`src/rtl/ccff_stream_loader_pkg.sv`:
```
// Shared types and helpers for the configuration-chain stream loader.
package ccff_stream_loader_pkg;

    // Loader control states.
    typedef enum logic [1:0] {
        ST_IDLE  = 2'd0,
        ST_FETCH = 2'd1,
        ST_SHIFT = 2'd2,
        ST_DONE  = 2'd3
    } state_t;

    // Bits needed to hold a count of 0..n-1 (never less than one bit).
    function automatic int cnt_width(input int n);
        return (n <= 1) ? 1 : $clog2(n);
    endfunction

endpackage

```
`src/rtl/ccff_rb_packer.sv`:
```
// Collects chain-tail bits into readback words, bit 0 first, and strobes
// rb_valid the cycle after a word fills or the final chain bit is captured.
module ccff_rb_packer
    import ccff_stream_loader_pkg::*;
#(
    parameter int WORD_W = 32
) (
    input  logic              clk,
    input  logic              rst_n,
    input  logic              cap_en,
    input  logic              cap_bit,
    input  logic              last,
    output logic              word_end,
    output logic              rb_valid,
    output logic [WORD_W-1:0] rb_data
);

    localparam int POS_W = cnt_width(WORD_W);

    logic [POS_W-1:0]  pos_q, pos_d;
    logic [WORD_W-1:0] acc_q, acc_d;
    logic [WORD_W-1:0] rb_data_q, rb_data_d;
    logic              rb_valid_q, rb_valid_d;

    // Capture position advances per shifted bit; a word closes when full or on the last chain bit.
    always_comb begin
        acc_d      = acc_q;
        pos_d      = pos_q;
        rb_data_d  = rb_data_q;
        rb_valid_d = 1'b0;
        word_end   = cap_en && ((pos_q == POS_W'(WORD_W - 1)) || last);
        if (cap_en) begin
            acc_d[pos_q] = cap_bit;
            if (word_end) begin
                // Accumulator is cleared after each word, so unfilled high bits read as 0.
                rb_data_d  = acc_d;
                rb_valid_d = 1'b1;
                acc_d      = '0;
                pos_d      = '0;
            end else begin
                pos_d = pos_q + 1'b1;
            end
        end
    end

    // Readback state registers.
    always_ff @(posedge clk or negedge rst_n) begin
        if (!rst_n) begin
            pos_q      <= '0;
            acc_q      <= '0;
            rb_data_q  <= '0;
            rb_valid_q <= 1'b0;
        end else begin
            pos_q      <= pos_d;
            acc_q      <= acc_d;
            rb_data_q  <= rb_data_d;
            rb_valid_q <= rb_valid_d;
        end
    end

    assign rb_valid = rb_valid_q;
    assign rb_data  = rb_data_q;

endmodule

```
`src/rtl/ccff_stream_loader.sv`:
```
// Streams bitstream words serially into a configuration flip-flop chain and
// returns the bits falling out of the chain tail as readback words.
module ccff_stream_loader
    import ccff_stream_loader_pkg::*;
#(
    parameter int WORD_W    = 32,
    parameter int CHAIN_LEN = 1024
) (
    input  logic              prog_clk,
    input  logic              pReset,
    input  logic              start,
    input  logic              word_valid,
    input  logic [WORD_W-1:0] word_data,
    output logic              word_ready,
    output logic              ccff_head,
    output logic              ccff_shift_en,
    input  logic              ccff_tail,
    output logic              rb_valid,
    output logic [WORD_W-1:0] rb_data,
    output logic              busy,
    output logic              done,
    output logic              err_start
);

    localparam int BCNT_W = cnt_width(CHAIN_LEN + 1);

    logic [1:0]        rst_sync_q;
    logic              rst_n;
    state_t            state_q, state_d;
    logic [WORD_W-1:0] shift_q, shift_d;
    logic [BCNT_W-1:0] bit_cnt_q, bit_cnt_d;
    logic              err_q, err_d;
    logic              last_bit;
    logic              word_end;

    // Reset asserts immediately but releases only after two prog_clk edges.
    always_ff @(posedge prog_clk or negedge pReset) begin
        if (!pReset) begin
            rst_sync_q <= 2'b00;
        end else begin
            rst_sync_q <= {rst_sync_q[0], 1'b1};
        end
    end

    assign rst_n    = rst_sync_q[1];
    assign last_bit = (bit_cnt_q == BCNT_W'(CHAIN_LEN - 1));

    // Next-state, datapath and output decode for the load sequence.
    always_comb begin
        state_d       = state_q;
        shift_d       = shift_q;
        bit_cnt_d     = bit_cnt_q;
        err_d         = err_q;
        word_ready    = 1'b0;
        ccff_head     = 1'b0;
        ccff_shift_en = 1'b0;
        done          = 1'b0;
        busy          = (state_q != ST_IDLE);
        if (start && (state_q != ST_IDLE)) begin
            err_d = 1'b1;
        end
        case (state_q)
            ST_IDLE: begin
                if (start) begin
                    state_d   = ST_FETCH;
                    bit_cnt_d = '0;
                end
            end
            ST_FETCH: begin
                // Starved source simply holds here; the chain does not advance.
                word_ready = 1'b1;
                if (word_valid) begin
                    shift_d = word_data;
                    state_d = ST_SHIFT;
                end
            end
            ST_SHIFT: begin
                ccff_head     = shift_q[0];
                ccff_shift_en = 1'b1;
                shift_d       = shift_q >> 1;
                bit_cnt_d     = bit_cnt_q + 1'b1;
                // Word boundaries line up with readback boundaries, so the packer's
                // word_end also marks the end of the current (possibly partial) word.
                if (word_end) begin
                    state_d = last_bit ? ST_DONE : ST_FETCH;
                end
            end
            ST_DONE: begin
                done    = 1'b1;
                state_d = ST_IDLE;
            end
            default: state_d = ST_IDLE;
        endcase
    end

    // Control and datapath registers.
    always_ff @(posedge prog_clk or negedge rst_n) begin
        if (!rst_n) begin
            state_q   <= ST_IDLE;
            shift_q   <= '0;
            bit_cnt_q <= '0;
            err_q     <= 1'b0;
        end else begin
            state_q   <= state_d;
            shift_q   <= shift_d;
            bit_cnt_q <= bit_cnt_d;
            err_q     <= err_d;
        end
    end

    assign err_start = err_q;

    ccff_rb_packer #(
        .WORD_W (WORD_W)
    ) u_rb_packer (
        .clk      (prog_clk),
        .rst_n    (rst_n),
        .cap_en   (ccff_shift_en),
        .cap_bit  (ccff_tail),
        .last     (last_bit),
        .word_end (word_end),
        .rb_valid (rb_valid),
        .rb_data  (rb_data)
    );

endmodule
```
`config.mk`:
```
export PLATFORM = sky130hd
export DESIGN_NAME = ccff_stream_loader
export DESIGN_NICKNAME = d
export VERILOG_FILES = /design/src/rtl/ccff_stream_loader_pkg.sv /design/src/rtl/ccff_rb_packer.sv /design/src/rtl/ccff_stream_loader.sv
export SDC_FILE = /design/constraint.sdc
export NUM_CORES = 1
export LEC_CHECK = 0
export CORE_MARGIN = 5
export CORE_UTILIZATION = 40
export DETAILED_ROUTE_END_ITERATION = 8
export PLACE_DENSITY = 0.66
export SYNTH_ARGS = -nofsm -noshare
export SYNTH_HDL_FRONTEND = slang
export SYNTH_SLANG_ARGS = --single-unit
```
`constraint.sdc`:
```
create_clock -name prog_clk -period 9.5 [get_ports prog_clk]
set_input_delay 0.95 -clock prog_clk [delete_from_list [all_inputs] [get_ports prog_clk]]
set_output_delay 0.95 -clock prog_clk [all_outputs]
set_load 0.005 [all_outputs]
```
==> flow_summary.ini <==
[final_layout]
nets = 712
stdcell_count = 866
fin_area_mm2 = 0.00730
drive_above_1_share_pct = 11.0
layout_commonest_cell = dfrtp_1
area_growth_syn_to_layout_pct = 24.6
nFillCells = 1310
num_antenna_cells = 0
utilization_pct = 50.6
layout_common_cells = 117 x dfrtp_1, 102 x nand2_1, 75 x clkdlybuf4s50_1

[clock_tree]
cts_max_level = 4
cts_tree = yes
cts_resized = 0
cts_made_buffers = 17
clk_pin_slew_worst_paths_ns = 0.06
cts_root_buf = clkbuf_16
post_cts.repair.setup_buffers = 0
numClockSinks = 118
clockBufferDepth = 2
clock_latency_ns = 0.41
cts_hold_buf = 0

[timing]
tightest_slew_ns = 1.07
rsz0062_at_grt = no
final_hold_viol_count = 0
holdWs_ns = 0.346
setup_violations = 0
slew_violations = 0
finClkSkew_ns = 0.0127
tns_ns = 0
fin_crit_ns = 3.36
max_clock_freq_mhz = 298
slew_headroom_pct = 28.7
fin_crit_sh_pct = 35.3

[drt]
viasPerCell = 5.40
drc = 0
drtIter0Drc = 456
num_vias = 4679
wl_per_cell_um = 16.2
wl_um = 14000
first_pass_iters = 5
drtAntennaViolNets = 0

[logic_synthesis]
postSynth.asyncResetShare_pct = 100
ys.flop_type = dfrtp_1
syn_avg_cell_area_um2 = 9.49
ys_ff_latch = 118
synth.net_count = 660
yosysSeqAreaShare_pct = 50.4
syn-cell-area_mm2 = 0.00586
synth_cell_type_count = 48
yosysWarnings = 0
synth_edf_count = 0
syn_inst = 617

[grt]
grt_use_total_pct = 16.9
grt_antenna_before_repair = 0
grt_pass1_wl_um = 23300
grt_start_max_net_pins = 99
grt_pass1_vias = 4690
overflow = 0

[setup_path]
crit_start = u_rb_packer.pos_q[0]
cp-start-kind = register
reg2reg_to = u_rb_packer.acc_q[9]
crit_fanout = 69
timing.reg2reg.setup_slack_ns = 6.14
worstSetupPathType = reg2reg
critPathCapture = u_rb_packer.acc_q[9]
reg2reg_from = u_rb_packer.pos_q[0]
rr_worst_depth = 7
arrival_ns = 3.65
cp_data_required_time_ns = 9.80
cp-end-kind = register

[place]
hpwl_um = 8690
io_buffer_count = 75
gp_congestion = 0.814
place_inst = 834
place_area_mm2 = 0.00662

[floorplanning]
core_mm2 = 0.0144
fp.dieW_um = 131
die-area_mm2 = 0.0172
pin_count = 76
rows = 44
initial_core_util_pct = 40.6
die_y_um = 131

[power_and_ir_drop]
power_density_mw_per_mm2 = 280
p_leak_nw = 3.20
ir_worst_vdd_mv = 0.137

[status]
outcome = finished clean

[min_path]
hp-class = reg2reg

[job]
max-cap-violations = 0
## layout make-up
type | instances | area [um2] | share of cell area (%)
clock buffers | 23 | 478 | 6.55
clock inverters | 9 | 195 | 2.67
inverters | 29 | 109 | 1.49
multi-input cells | 424 | 2550 | 34.9
flip-flops and latches | 118 | 2960 | 40.5
well taps | 184 | 230 | 3.16
repair buffers | 79 | 781 | 10.7
## cell families (layout without fill, tap and decap cells)
kind of cell,after synthesis,count (layout),share of synthesized area (%)
AND/OR/NAND/NOR,211,211,16.0
buffers and inverters,75,140,6.28
XOR/XNOR,8,8,1.20
adder cells (fa/ha/maj),6,6,1.28
flip-flops,118,118,50.4
AO/OA/AOI/OAI,165,165,19.2
other,1,1,0.0640
multiplexers,33,33,5.66
## cell usage after synthesis (10+ instances only)
cell / number / area share (%)
o21ai_1: 37 / 3.2
a21oi_1: 11 / 0.94
nand3_1: 35 / 3.0
inv_1: 27 / 1.7
nand2_1: 103 / 6.6
nor2_1: 41 / 2.6
mux2i_1: 32 / 5.5
dfrtp_1: 118 / 50
o21ai_0: 36 / 3.1
a31oi_1: 32 / 3.4
o22ai_2: 16 / 3.4
buf_2: 18 / 1.5
clkbuf_1: 16 / 1.0
a21oi_2: 10 / 1.5
## critical path: stages (launching register included)
cell,delay [ns]
dfrtp_1,0.40
ha_1,0.29
and3_1,0.20
ha_1,0.22
a41oi_4,0.16
buf_4,0.60
nand3_2,0.83
o211ai_1,0.50
## registers in the layout (all words and copies together), names as in the netlist
register              cells
rst_sync_q                2
u_rb_packer.rb_data      32
shift_q                  32
u_rb_packer.acc_q        32
u_rb_packer.pos_q         5
bit_cnt_q                11
err_start                 1
u_rb_packer.rb_valid      1
state_q                   2
## where the power goes
group / internal (mW) / switching (mW)
registers: 0.632 / 0.100
logic: 0.215 / 0.360
clock network: 0.512 / 0.220
## worst min path at each step
stage	startpoint	end	slack, ns	cells past startpoint
6_report	rst_sync_q[0]	rst_sync_q[1]	0.35	0
5_1_grt	rst_sync_q[0]	rst_sync_q[1]	0.35	0
4_1_cts	rst_sync_q[0]	rst_sync_q[1]	0.35	0
3_5_place_dp	rst_sync_q[0]	rst_sync_q[1]	0.34	0
3_3_place_gp	rst_sync_q[0]	rst_sync_q[1]	0.34	0
2_1_floorplan	rst_sync_q[0]	rst_sync_q[1]	0.33	0
## stage by stage
stage                     total power [mW]  worst slack [ns]
final                                 2.04              6.14
after global routing                  2.17              5.91
after CTS                             2.06              6.12
after detailed placement              1.31              6.13
after global placement                1.28              6.29
after floorplan                       1.16              5.97
## routing by layer
layer,track usage (%),wire (um)
met1,22.4,6360
met2,27.8,6700
met3,3.98,827
met4,4.84,110
met5,0,0
Power figures use the tool's default switching activity.
